<file path="config.mk">
export PLATFORM = sky130hd
export DESIGN_NAME = seg7_scan8
export DESIGN_NICKNAME = d
export VERILOG_FILES = /design/src/rtl/seg7_scan8.sv
export SDC_FILE = /design/constraint.sdc
export NUM_CORES = 1
export LEC_CHECK = 0
export ABC_CLOCK_PERIOD_IN_PS = 9100
export BUFFER_PORTS_ARGS = -buffer_cell sky130_fd_sc_hd__buf_2
export CELL_PAD_IN_SITES_DETAIL_PLACEMENT = 0
export CELL_PAD_IN_SITES_GLOBAL_PLACEMENT = 2
export CORE_MARGIN = 2
export CORE_UTILIZATION = 41
export CTS_CLUSTER_DIAMETER = 40
export DETAILED_ROUTE_END_ITERATION = 8
export PLACE_DENSITY = 0.94
export SLEW_MARGIN = 30
export SYNTH_ARGS = -nofsm -noshare
export SYNTH_HDL_FRONTEND = slang
export SYNTH_SLANG_ARGS = --single-unit
export TNS_END_PERCENT = 5
</file>
<file path="constraint.sdc">
create_clock -name clk -period 9.1 [get_ports clk]
set_clock_uncertainty 0.1 [all_clocks]
set_input_delay 0 -clock clk [delete_from_list [all_inputs] [get_ports clk]]
set_output_delay 0 -clock clk [all_outputs]
set_load 0.05 [all_outputs]
</file>
<file path="src/rtl/seg7_scan8.sv">
// seg7_scan8: time-multiplexed scanner for an 8-digit common-anode display.
// Holds a double-buffered 32-bit value and cycles through the digits. Each
// slot drives the digit's nibble to an external hex7seg decoder, together with
// active-low anode and decimal-point lines. Every slot opens with a short
// all-anodes-off window to suppress ghosting.
module seg7_scan8 #(
  parameter int unsigned DIV       = 12500,
  parameter int unsigned BLANK_CYC = 16
) (
  input  logic        clk,
  input  logic        rst_n,
  input  logic [31:0] data_in,
  input  logic        load,
  input  logic [7:0]  dp_in,
  input  logic [7:0]  digit_en,
  input  logic        lz_blank,
  output logic [3:0]  nibble_out,
  output logic [7:0]  an,
  output logic        dp_n,
  output logic        frame_done
);

  localparam int unsigned CW = (DIV > 1) ? $clog2(DIV) : 1;
  typedef logic [CW-1:0] cnt_t;
  localparam cnt_t CNT_MAX = cnt_t'(DIV - 1);
  localparam cnt_t BLANK   = cnt_t'(BLANK_CYC);

  // Scan state
  cnt_t        r_cnt;
  logic [2:0]  r_idx;

  // Double buffer
  logic [31:0] r_shadow_val;
  logic [7:0]  r_shadow_dp;
  logic        r_pend;
  logic [31:0] r_active_val;
  logic [7:0]  r_active_dp;

  // Registered outputs
  logic [3:0]  r_nibble;
  logic [7:0]  r_an;
  logic        r_dp_n;
  logic        r_frame_done;

  // Next-state / combinational
  logic        w_tick;
  logic        w_boundary;
  cnt_t        w_cnt_next;
  logic [2:0]  w_idx_next;
  logic [31:0] w_active_val_next;
  logic [7:0]  w_active_dp_next;
  logic [2:0]  w_msd;
  logic        w_vis;
  logic [7:0]  w_an_next;
  logic        w_dp_n_next;
  logic [3:0]  w_nibble_next;

  // Prescaler and digit index advance
  always_comb begin
    w_tick     = (r_cnt == CNT_MAX);
    w_boundary = w_tick && (r_idx == 3'd7);
    w_cnt_next = w_tick ? '0 : r_cnt + cnt_t'(1);
    w_idx_next = w_tick ? r_idx + 3'd1 : r_idx;
  end

  // Active value swaps only on a frame boundary; a load on the boundary
  // cycle bypasses the shadow so the newest value always wins.
  always_comb begin
    w_active_val_next = r_active_val;
    w_active_dp_next  = r_active_dp;
    if (w_boundary) begin
      if (load) begin
        w_active_val_next = data_in;
        w_active_dp_next  = dp_in;
      end else if (r_pend) begin
        w_active_val_next = r_shadow_val;
        w_active_dp_next  = r_shadow_dp;
      end
    end
  end

  // Most significant non-zero digit of the value about to be displayed
  always_comb begin
    w_msd = '0;
    for (int unsigned k = 1; k < 8; k++) begin
      if (w_active_val_next[4*k +: 4] != 4'h0) begin
        w_msd = 3'(k);
      end
    end
  end

  // Output decode from next-state so outputs line up with the scan state
  always_comb begin
    w_nibble_next = w_active_val_next[4*w_idx_next +: 4];
    w_vis         = digit_en[w_idx_next] && !(lz_blank && (w_idx_next > w_msd));
    w_an_next     = '1;
    if (w_vis && (w_cnt_next >= BLANK)) begin
      w_an_next[w_idx_next] = 1'b0;
    end
    w_dp_n_next = ~(w_active_dp_next[w_idx_next] && !w_an_next[w_idx_next]);
  end

  // Scan counter and digit index registers
  always_ff @(posedge clk or negedge rst_n) begin
    if (!rst_n) begin
      r_cnt <= '0;
      r_idx <= '0;
    end else begin
      r_cnt <= w_cnt_next;
      r_idx <= w_idx_next;
    end
  end

  // Shadow capture and pending flag
  always_ff @(posedge clk or negedge rst_n) begin
    if (!rst_n) begin
      r_shadow_val <= '0;
      r_shadow_dp  <= '0;
      r_pend       <= 1'b0;
    end else begin
      if (load) begin
        r_shadow_val <= data_in;
        r_shadow_dp  <= dp_in;
      end
      if (w_boundary) begin
        r_pend <= 1'b0;
      end else if (load) begin
        r_pend <= 1'b1;
      end
    end
  end

  // Active (displayed) value registers
  always_ff @(posedge clk or negedge rst_n) begin
    if (!rst_n) begin
      r_active_val <= '0;
      r_active_dp  <= '0;
    end else begin
      r_active_val <= w_active_val_next;
      r_active_dp  <= w_active_dp_next;
    end
  end

  // Output registers
  always_ff @(posedge clk or negedge rst_n) begin
    if (!rst_n) begin
      r_nibble     <= '0;
      r_an         <= '1;
      r_dp_n       <= 1'b1;
      r_frame_done <= 1'b0;
    end else begin
      r_nibble     <= w_nibble_next;
      r_an         <= w_an_next;
      r_dp_n       <= w_dp_n_next;
      r_frame_done <= w_boundary;
    end
  end

  assign nibble_out = r_nibble;
  assign an         = r_an;
  assign dp_n       = r_dp_n;
  assign frame_done = r_frame_done;

endmodule

</file>
* Word-level counts from Yosys, hierarchy flattened
Index checks and enable logic that the tools add are counted.
W data, S select, Z words.
** Operators by class
- Add/subtract/negate cells :: 2
- Equal/unequal tests :: 2
- Bitwise gates (word level) :: 2
- Reductions and logical operators :: 16
- Shifts and indexed selects :: 1
- Magnitude comparators :: 4
- Muxes and demuxes :: 26
** Operator list (count)
- $mux W32 :: 3
- $mux W8 :: 4
- $shiftx A32 B6 Y4 :: 1
- $reduce_bool A4 Y1 :: 7
- $mux W3 :: 7
- $add A14 B1 Y14 const B :: 1
- $eq A14 B14 Y1 const B :: 1
- $ge A14 B5 Y1 const B :: 1
- $mux W14 :: 1
- $bmux W1 S3 :: 3
- $not A8 Y8 :: 1
- $mux W1 :: 7
- $logic_and A1 B1 Y1 :: 6
- $lt A3 B4 Y1 const B :: 1
- $add A3 B1 Y3 const B :: 1
- $demux W1 S3 :: 1
- $eq A3 B3 Y1 const B :: 1
- $ge A3 B1 Y1 const B :: 1
- $gt A3 B3 Y1 :: 1
- $logic_not A1 Y1 :: 2
- $reduce_bool A2 Y1 :: 1
- $not A1 Y1 :: 1
** Word-level totals
- Output and inout port bits :: 14
- Flip-flop bits (word level) :: 112
- Input bits :: 52
- Word-level logic and storage cells :: 64

* Longest topological paths before layout
Gate-level depths: netlist (run 1).
- Depth in word-level cells :: 22
- Depth in mapped cells :: 18
- Depth with buffers taken out :: 17

* Worst setup path after synthesis (run 1)
OpenSTA, ideal clock, no wires.
- Path kind :: reg2reg
- Start point :: register r_idx[1]
- End point :: register r_dp_n (netlist: dp_n)
- Stages on the path, launching flop included :: 18
- Setup time :: 106 ps
- Clock period less this slack :: 3946 ps
- Path buffers :: 1
- Required time :: 8894 ps
- Slack :: 5154 ps
- Arrival time :: 3740 ps
- Cell sequence :: dfrtp_1 > ha_1 > ha_1 > nor3b_1 > nand4_2 > nor2_4 > buf_6 > mux2i_1 > nand4b_1 > nand2b_1 > a21oi_1 > ha_1 > nor2b_1 > o21a_1 > o211ai_1 > o2111ai_2 > nor4b_4 > nand4_1
** Between the ends
- Word-level cells in the longest chain between the ends :: 22
- Elaborated cells on any way between the ends :: 41
- Those cells by class :: 1 x add/sub; 3 x order compare; 1 x eq/ne; 19 x mux; 2 x bitwise; 15 x reduce/logical
** Ends and longest elaborated chain
- from (decl) :: line 30 : logic [2:0] r_idx;
- from (signal assigned) :: line 110 : r_idx <= w_idx_next;
- $eq A3 B3 Y1 :: line 61 : w_boundary = w_tick && (r_idx == 3'd7);
- $logic_and A1 B1 Y1 :: line 61
- $mux W32 :: line 71 : if (w_boundary) begin
- $reduce_bool A4 Y1 :: line 86 : if (w_active_val_next[4*k +: 4] != 4'h0) begin
- $mux W1 :: line 86
- $mux W3 (6 in series) :: line 86
- $gt A3 B3 Y1 :: line 95 : w_vis = digit_en[w_idx_next] && !(lz_blank && (w_idx_next > w_msd));
- $logic_and A1 B1 Y1 :: line 95
- [... 2 more ...]
- $logic_and A1 B1 Y1 :: line 97 : if (w_vis && (w_cnt_next >= BLANK)) begin
- $mux W8 :: line 97
- $bmux W1 S3 :: line 100 : w_dp_n_next = ~(w_active_dp_next[w_idx_next] && !w_an_next[w_idx_next]);
- $mux W1 (not written as such) :: line 100
- $logic_not A1 Y1 :: line 100
- $logic_and A1 B1 Y1 * :: line 100
- $not A1 Y1 * :: line 100
- named net w_dp_n_next :: line 55 : logic w_dp_n_next;
- to (signal assigned) :: line 154 : r_dp_n <= w_dp_n_next;
- to (decl) :: line 42 : logic r_dp_n;
The timed path passes the listed nets; every way through them passes the cells marked *. The select of a mux whose other input is x is not followed.
A chain may end at the register's enable or synchronous reset.

* Worst setup path in the final report (run 1)
- Start point :: register r_idx[0]
- End point :: register r_dp_n (netlist: dp_n)
The elaborated chain is that of the path after synthesis.

==> load_flow_metrics.sql, run 1 <==
INSERT INTO impl_metrics (metric_group, metric, value, unit) VALUES
('layout', 'final_util', '0.5164', ''),
('outcome', 'status', 'finished, final reports clean', ''),
('clocking', 'path_clk_slew', '0.07', 'ns'),
('synthesis', 'netlist_instances', '468', ''),
('synthesis', 'synth_async_sr_flop_share', '1.000', ''),
('synthesis', 'synth_area_per_cell', '11.27', 'um^2'),
('clocking', 'clock_insertion_delay_worst_skew', '0.36', 'ns'),
('synthesis', 'ys_top_cells_by_count', 'sky130_fd_sc_hd__dfrtp_1, sky130_fd_sc_hd__nand2_1, sky130_fd_sc_hd__mux2_2, sky130_fd_sc_hd__inv_1, sky130_fd_sc_hd__mux2i_1', ''),
('clocking', 'numCtsBuffers', '9', ''),
('synthesis', 'synth_seq_area_share', '0.5337', ''),
('clocking', 'tritoncts_num_sinks', '112', ''),
('drt', 'wire_per_inst', '16.80', 'um'),
('drt', 'postRouteWirelength', '12520', 'um'),
('timing', 'max_slew_margin', '0.4758', ''),
('setup_path', 'crit_arrival', '5.36', 'ns'),
('timing', 'timing_max_transition_violations_final', '0', ''),
('synthesis', 'synth_edf_count', '0', ''),
('floorplanning', 'floorplan.initialDensity', '0.4195', ''),
('clocking', 'htreeDepth', '3', ''),
('grt', 'antenna_found_initial', '0', ''),
('floorplanning', 'rows', '41', ''),
('floorplanning', 'die-width', '117.4', 'um'),
('drt', 'antenna_left', '0', ''),
('setup_path', 'crit_path_max_fanout', '22', ''),
('timing', 'report.final.setup_viol', '0', ''),
('timing', 'max_freq', '191.8', 'MHz'),
('layout', 'drive_gt1_frac', '0.2496', ''),
('floorplanning', 'coreArea', '12570', 'um^2'),
('layout', 'area_growth_synth_to_finish', '23.09', '%'),
('grt', 'grt_max_degree', '78', ''),
('timing', 'setup_repair_after_global_routing_missed_its_margin', 'no', ''),
('synthesis', 'netlist.top_cell.by_area', 'sky130_fd_sc_hd__dfrtp_1', ''),
('setup_path', 'criticalPathCategory', 'flip-flop to flip-flop', ''),
('synthesis', 'ys_seq_elements', '112', ''),
('layout', 'finish.net_count', '626', ''),
('grt', 'grt_first_pass_wirelength', '20440', 'um'),
('setup_path', 'critPathRequiredTime', '9.25', 'ns'),
('grt', 'via_count_of_the_first_global_routing_pass', '3945', ''),
('setup_path', 'rr_worst_depth', '17', ''),
('clocking', 'cts_resized', '0', ''),
('floorplanning', 'design.die.area', '13780', 'um^2'),
('layout', 'n_fill_cell', '1140', ''),
('setup_path', 'crit-reg2reg-launch', 'r_idx[0]', ''),
('synthesis', 'synth.net_count', '526', ''),
('power', 'power.density', '162.4', 'nW/um^2'),
('timing', 'post-route-period-util', '0.5729', ''),
('grt', 'grt-ovfl-total', '0', ''),
('timing', 'setup_tns', '0', 'ns'),
('clocking', 'cts_tree', 'built', ''),
('power', 'vdd_ir_drop_max', '0.07772', 'mV'),
('floorplanning', 'pin_count', '66', ''),
('min_path', 'worst_hold_path_type', 'input pin to async pin', ''),
('synthesis', 'synth.most_common_cell', 'sky130_fd_sc_hd__dfrtp_1', ''),
('timing', 'period_minus_slack', '5.214', 'ns'),
('clocking', 'cts_root_buffer', 'sky130_fd_sc_hd__clkbuf_16', ''),
('clocking', 'cts_buffer_depth', '2', ''),
('timing', 'worst-slew-pin-transition', '0.7863', 'ns'),
('drt', 'drt-pass1-iter-count', '4', ''),
('drt', 'average_vias_per_placed_instance', '5.228', ''),
('place', 'port-buffer-count', '65', ''),
('setup_path', 'critical_path.startpoint_type', 'flip-flop', ''),
('setup_path', 'r2r_end', 'dp_n', ''),
('layout', 'n_antenna_cell', '0', ''),
('place', 'finalWeightedCongestion', '0.8706', ''),
('timing', 'timing.hold.ws', '0.04069', 'ns'),
('power', 'power', '1054', 'uW'),
('synthesis', 'synth_warn', '0', ''),
('synthesis', 'ys_types', '67', ''),
('setup_path', 'reg2reg_setup_slack', '3.89', 'ns'),
('place', 'dpl_worst_slack', '3.704', 'ns'),
('synthesis', 'netlist_area', '5273', 'um^2');
[critical path, cell delays in order, from the launching register on]
cell	delay (ns)
sky130_fd_sc_hd__dfrtp_1	0.65
sky130_fd_sc_hd__ha_1	0.23
sky130_fd_sc_hd__ha_1	0.15
sky130_fd_sc_hd__nor3b_1	0.23
sky130_fd_sc_hd__nand4_2	0.43
sky130_fd_sc_hd__nor2_4	0.58
sky130_fd_sc_hd__buf_16	0.23
sky130_fd_sc_hd__mux2i_1	0.33
sky130_fd_sc_hd__nand4b_1	0.21
sky130_fd_sc_hd__nand2b_1	0.20
sky130_fd_sc_hd__a21oi_1	0.14
sky130_fd_sc_hd__ha_1	0.26
sky130_fd_sc_hd__nor2b_1	0.13
sky130_fd_sc_hd__o21a_1	0.16
sky130_fd_sc_hd__o211ai_1	0.19
sky130_fd_sc_hd__o2111ai_2	0.18
sky130_fd_sc_hd__nor4b_4	0.54
sky130_fd_sc_hd__nand4_1	0.15
[report_power, final]
group,internal (uW),switching [uW]
Combinational,44.3,48.9
Sequential,521,7.99
Clock,256,175
Total,822,232
[metal layers]
layer,global-route usage,share of wire,vias up
li1,-,-,1861
met4,0.06928,0.020,0
met5,0,0,-
met1,0.2504,0.46,1933
met3,0.04669,0.045,16
met2,0.2968,0.47,85
[cells by family after synthesis]
| logic type | count (synthesis) | share of synthesized area |
|---|---|---|
| flip-flops | 112 | 0.5337 |
| multiplexers | 64 | 0.1343 |
| XOR/XNOR | 12 | 0.01993 |
| adder cells (fa/ha/maj) | 6 | 0.01424 |
| AO/OA/AOI/OAI | 76 | 0.1092 |
| AND/OR/NAND/NOR | 145 | 0.1440 |
| buffers and inverters | 53 | 0.04461 |
[state kept, by name, indices dropped and copies added (netlist names), 3 cells and up]
register	flops
an	8
nibble_out	4
r_active_dp	8
r_active_val	32
r_cnt	14
r_idx	3
r_shadow_dp	8
r_shadow_val	32
[area by class of cell]
class	count	area, um^2	area share
Timing Repair Buffer	110	792.0	0.1220
Tap cell	172	215.2	0.03316
Multi-Input combinational cell	303	2223	0.3426
Clock inverter	3	65.06	0.01003
Sequential cell	112	2814	0.4336
Clock buffer	13	260.3	0.04010
Inverter	32	120.1	0.01851
[worst max-delay path by stage]
stage	start	endpoint	slack, ns
2_1_floorplan	r_idx[1]	dp_n	5.15
3_3_place_gp	r_idx[0]	dp_n	3.94
3_5_place_dp	r_idx[0]	dp_n	3.70
4_1_cts	r_idx[0]	dp_n	3.68
5_1_grt	r_idx[0]	dp_n	3.43
6_report	r_idx[0]	dp_n	3.89
[per-stage QoR]
stage	instance area (um^2)	cells
after floorplan	5273	468
after global placement	5723	687
after detailed placement	5723	687
after CTS	6459	744
after global routing	6490	745
final	6490	745
[placed cells by master, fill, tap and decap left out, types with 3 or more instances in the layout]
| cell type | Yosys | final |
|---|---|---|
| sky130_fd_sc_hd__o22a_1 | 3 | 3 |
| sky130_fd_sc_hd__buf_2 | 8 | 64 |
| sky130_fd_sc_hd__and4_1 | 4 | 4 |
| sky130_fd_sc_hd__inv_1 | 31 | 31 |
| sky130_fd_sc_hd__dfstp_2 | 9 | 9 |
| sky130_fd_sc_hd__nor4_1 | 7 | 7 |
| sky130_fd_sc_hd__dlygate4sd3_1 | 0 | 41 |
| sky130_fd_sc_hd__a22oi_1 | 3 | 3 |
| sky130_fd_sc_hd__a2bb2o_1 | 3 | 3 |
| sky130_fd_sc_hd__nand3_1 | 8 | 8 |
| sky130_fd_sc_hd__dfrtp_1 | 103 | 103 |
| sky130_fd_sc_hd__nand4_1 | 5 | 5 |
| sky130_fd_sc_hd__xor2_1 | 4 | 4 |
| sky130_fd_sc_hd__mux2i_1 | 23 | 23 |
| sky130_fd_sc_hd__nand2b_1 | 10 | 10 |
| sky130_fd_sc_hd__o211ai_1 | 10 | 10 |
| sky130_fd_sc_hd__nand2_1 | 62 | 62 |
| sky130_fd_sc_hd__ha_1 | 6 | 6 |
| sky130_fd_sc_hd__a21oi_1 | 8 | 8 |
| sky130_fd_sc_hd__o21ai_0 | 10 | 10 |
| sky130_fd_sc_hd__o22ai_1 | 9 | 9 |
| sky130_fd_sc_hd__nor2_1 | 18 | 18 |
| sky130_fd_sc_hd__mux2_2 | 37 | 37 |
| sky130_fd_sc_hd__nor3_1 | 8 | 8 |
| sky130_fd_sc_hd__clkbuf_16 | 0 | 9 |
| sky130_fd_sc_hd__a32oi_1 | 9 | 9 |
| sky130_fd_sc_hd__xnor2_1 | 8 | 8 |
| sky130_fd_sc_hd__nand3b_1 | 4 | 4 |
| sky130_fd_sc_hd__buf_4 | 1 | 3 |
[repair_timing]
action	in CTS	in global routing
setup buffers	0	0
endpoints found under the hold margin	111	0
hold buffers	41	0
(Power assumes the default switching activity.)
==> run 2: changes to the inputs <==
Settings changed: ABC_CLOCK_PERIOD_IN_PS 9100 to 4740, CORE_UTILIZATION 41 to 35, PLACE_DENSITY 0.94 to 0.86.
Clock period 9.1 ns to 4.74 ns, I/O delays scaled along.
==> run 2 against run 1 <==
Against the previous run:
- sequential cell count stayed put
- final cell count is 2.1% higher
- via count hardly changed
- count of clock-buffer cells in the layout is 2 lower
- clock power is 76% higher
- power is 85% higher
- highest routed layer is now met5
- wire length is 1.5% higher
- first-iteration DRC count is 51% higher
- global-route usage is 2.0 points lower
- largest cell class unchanged
- sequential power is 91% higher
- critical path type unchanged
- maximum frequency is 21% higher
==> load_flow_metrics.sql, run 2 (synthesized netlist as in run 1, its figures left out) <==
INSERT INTO impl_metrics (metric_group, metric, value, unit) VALUES
('outcome', 'status', 'finished, final reports clean', ''),
('timing', 'setup_tns', '0', 'ns'),
('timing', 'timing.final.hold_violations', '0', ''),
('clocking', 'clock_insertion_delay_worst_skew', '0.37', 'ns'),
('place', 'port-buffer-count', '65', ''),
('timing', 'setup_repair_after_global_routing_missed_its_margin', 'no', ''),
('power', 'p_sw_frac', '0.2420', ''),
('drt', 'drt-pass1-iter-count', '5', ''),
('floorplanning', 'pin_count', '66', ''),
('timing', 'period_minus_slack', '4.326', 'ns'),
('power', 'static-leakage-power', '0.003016', 'uW'),
('layout', 'n_fill_cell', '1411', ''),
('clocking', 'cts_tree', 'built', ''),
('power', 'sequentialPowerShare', '0.520', ''),
('setup_path', 'crit-reg2reg-launch', 'r_idx[1]', ''),
('drt', 'antenna_left', '0', ''),
('setup_path', 'slowest_cell_on_crit_path', 'sky130_fd_sc_hd__nor4b_4', ''),
('layout', 'most-common-layout-cells', 'sky130_fd_sc_hd__dfrtp_1, sky130_fd_sc_hd__buf_2, sky130_fd_sc_hd__nand2_1, sky130_fd_sc_hd__dlygate4sd3_1, sky130_fd_sc_hd__mux2_2', ''),
('grt', 'via_count_of_the_first_global_routing_pass', '3991', ''),
('layout', 'biggestRegsByFlops', 'r_active_val x32, r_shadow_val x32, r_cnt x14', ''),
('timing', 'timing_max_transition_violations_final', '0', ''),
('floorplanning', 'floorplan.initialDensity', '0.3600', ''),
('setup_path', 'crit_start', 'r_idx[1]', ''),
('setup_path', 'worst-path-buf-inv', '0', ''),
('floorplanning', 'design.die.area', '16060', 'um^2'),
('layout', 'area_growth_synth_to_finish', '22.97', '%'),
('drt', 'average_vias_per_placed_instance', '5.114', ''),
('setup_path', 'crit_arrival', '4.49', 'ns'),
('clocking', 'numCtsBuffers', '9', ''),
('grt', 'grt-ovfl-total', '0', ''),
('layout', 'finish.net_count', '630', ''),
('power', 'total_switching_power', '472.1', 'uW'),
('setup_path', 'endpoint_kind', 'flip-flop', ''),
('grt', 'antenna_found_initial', '1', ''),
('grt', 'grt_first_pass_wirelength', '20960', 'um'),
('power', 'clk_pwr_share', '0.388', ''),
('layout', 'final_common_cell', 'sky130_fd_sc_hd__dfrtp_1', ''),
('clocking', 'cts_buffer_depth', '2', ''),
('clocking', 'path_clk_slew', '0.08', 'ns'),
('drt', 'postRouteWirelength', '12700', 'um'),
('drt', 'route.detailed.drc', '0', ''),
('layout', 'multi_input_comb_area', '2226', 'um^2'),
('floorplanning', 'die-width', '126.7', 'um'),
('floorplanning', 'coreArea', '14640', 'um^2'),
('setup_path', 'critPathRequiredTime', '4.91', 'ns'),
('grt', 'global_route_total_usage_across_every_layer', '0.1674', ''),
('min_path', 'worst_hold_path_type', 'input pin to flip-flop', ''),
('grt', 'grt_max_degree', '63', ''),
('clocking', 'htreeDepth', '3', ''),
('setup_path', 'criticalPathCategory', 'flip-flop to flip-flop', ''),
('floorplanning', 'dieHeight', '126.7', 'um'),
('setup_path', 'critical_path.startpoint_type', 'flip-flop', ''),
('place', 'dpl_worst_slack', '0.4172', 'ns'),
('power', 'power.share.combinational', '0.092', ''),
('min_path', 'hold_path_start', 'lz_blank', ''),
('clocking', 'tritoncts_num_sinks', '112', ''),
('place', 'dpl-instance-area', '5776', 'um^2'),
('flow_run', 'cap_viol_max_count', '0', ''),
('timing', 'max_freq', '231.2', 'MHz'),
('place', 'dp_cells', '704', ''),
('timing', 'worst_slack', '0.4138', 'ns'),
('layout', 'final_design_area_no_fill', '6484', 'um^2'),
('power', 'power.density', '300.8', 'nW/um^2'),
('clocking', 'cts_root_buffer', 'sky130_fd_sc_hd__clkbuf_16', ''),
('layout', 'drive_gt1_frac', '0.2600', ''),
('place', 'dp_wirelength', '9225', 'um'),
('floorplanning', 'rows', '44', ''),
('power', 'internal_power', '1478', 'uW'),
('place', 'finalWeightedCongestion', '0.8697', ''),
('setup_path', 'crit_path_max_fanout', '11', ''),
('layout', 'regArea', '2814', 'um^2'),
('layout', 'final_cell_count_no_fill', '761', ''),
('setup_path', 'worst_path_dominant_cell_family', 'simple AND/OR/NAND/NOR gates', ''),
('timing', 'max_slew_margin', '0.4328', ''),
('drt', 'vias', '3892', ''),
('clocking', 'cts_resized', '0', ''),
('setup_path', 'timing.critical_path.slowest_cell_delay', '0.55', 'ns'),
('drt', 'wire_per_inst', '16.69', 'um'),
('drt', 'detailedRoute.firstIterationViolations', '244', ''),
('timing', 'worst-slew-pin-transition', '0.8490', 'ns'),
('layout', 'final_util', '0.4428', ''),
('setup_path', 'path_cells', 'ha_1 > ha_1 > nor3b_1 > nand4_2 > nor2_4 > mux2i_1 > nand4b_1 > nand2b_1 > a21oi_1 > ha_1 > nor2b_1 > o21a_1 > o211ai_1 > o2111ai_2 > nor4b_4 > nand4_1', ''),
('power', 'vdd_ir_drop_max', '0.1877', 'mV'),
('setup_path', 'critPathMostFrequentCell', 'sky130_fd_sc_hd__ha_1', ''),
('timing', 'post-route-period-util', '0.9127', ''),
('layout', 'n_antenna_cell', '0', ''),
('timing', 'report.final.setup_viol', '0', '');
## run 2: cell count changes in the layout (fill, tap and decap cells not counted), moves of 2 or more
cell	change
sky130_fd_sc_hd__inv_6	+4
sky130_fd_sc_hd__bufinv_16	-2
sky130_fd_sc_hd__buf_4	+6
sky130_fd_sc_hd__clkbuf_1	-2
## run 2: per-layer routing
| layer | global-route usage | share of wire | vias to the layer above |
|---|---|---|---|
| met4 | 0.04331 | 0.017 | 2 |
| met5 | 0 | 0.00055 | - |
| met3 | 0.04555 | 0.049 | 19 |
| li1 | - | - | 1873 |
| met1 | 0.2372 | 0.49 | 1895 |
| met2 | 0.2556 | 0.44 | 103 |
## run 2: final timing paths
kind                               endpoint  slack (ns)  cells after the start
max                                    dp_n        0.41                     16
min                                   an[7]        0.02                      5
max reg2reg                            dp_n        0.41                     16
min reg2reg                  r_active_dp[1]        0.39                      2
max in group asynchronous    r_shadow_dp[2]        3.20                      3
min in group asynchronous  r_shadow_val[30]        0.14                      2
## run 2: layout make-up
type	count	area share
Clock buffer	11	0.03898
Sequential cell	112	0.4340
Clock inverter	5	0.006561
Multi-Input combinational cell	303	0.3433
Tap cell	184	0.03551
Inverter	32	0.01853
Timing Repair Buffer	114	0.1231
## run 2: timing repair
action / 4_1_cts / 5_1_grt
endpoints found under the hold margin: 131 / 0
buffers inserted: 0 / 0
hold buffers: 41 / 0
## run 2: worst reg2reg max path: stages (launching register included)
cell and delay, ns:
sky130_fd_sc_hd__dfrtp_1 0.44, sky130_fd_sc_hd__ha_1 0.19, sky130_fd_sc_hd__ha_1 0.15, sky130_fd_sc_hd__nor3b_1 0.22, sky130_fd_sc_hd__nand4_2 0.20, sky130_fd_sc_hd__nor2_4 0.39
sky130_fd_sc_hd__mux2i_1 0.38, sky130_fd_sc_hd__nand4b_1 0.22, sky130_fd_sc_hd__nand2b_1 0.21, sky130_fd_sc_hd__a21oi_1 0.13, sky130_fd_sc_hd__ha_1 0.25, sky130_fd_sc_hd__nor2b_1 0.13
sky130_fd_sc_hd__o21a_1 0.17, sky130_fd_sc_hd__o211ai_1 0.19, sky130_fd_sc_hd__o2111ai_2 0.18, sky130_fd_sc_hd__nor4b_4 0.55, sky130_fd_sc_hd__nand4_1 0.14
## run 2: metrics by stage
| step | total power [uW] | hold WS [ns] |
|---|---|---|
| after floorplan | 1118 | -0.3956 |
| after global placement | 1183 | 0.02489 |
| after detailed placement | 1189 | 0.04597 |
| after CTS | 1978 | 0.01338 |
| after global routing | 2034 | 0.04549 |
| final | 1951 | 0.02148 |
## run 2: power by group through the flow
stage,registers [uW],logic (uW),clock network (uW)
2_1_floorplan,1040,81.0,0
3_3_place_gp,1030,152,0
3_5_place_dp,1030,156,0
4_1_cts,1020,182,781
5_1_grt,1020,201,812
6_report,1010,179,757
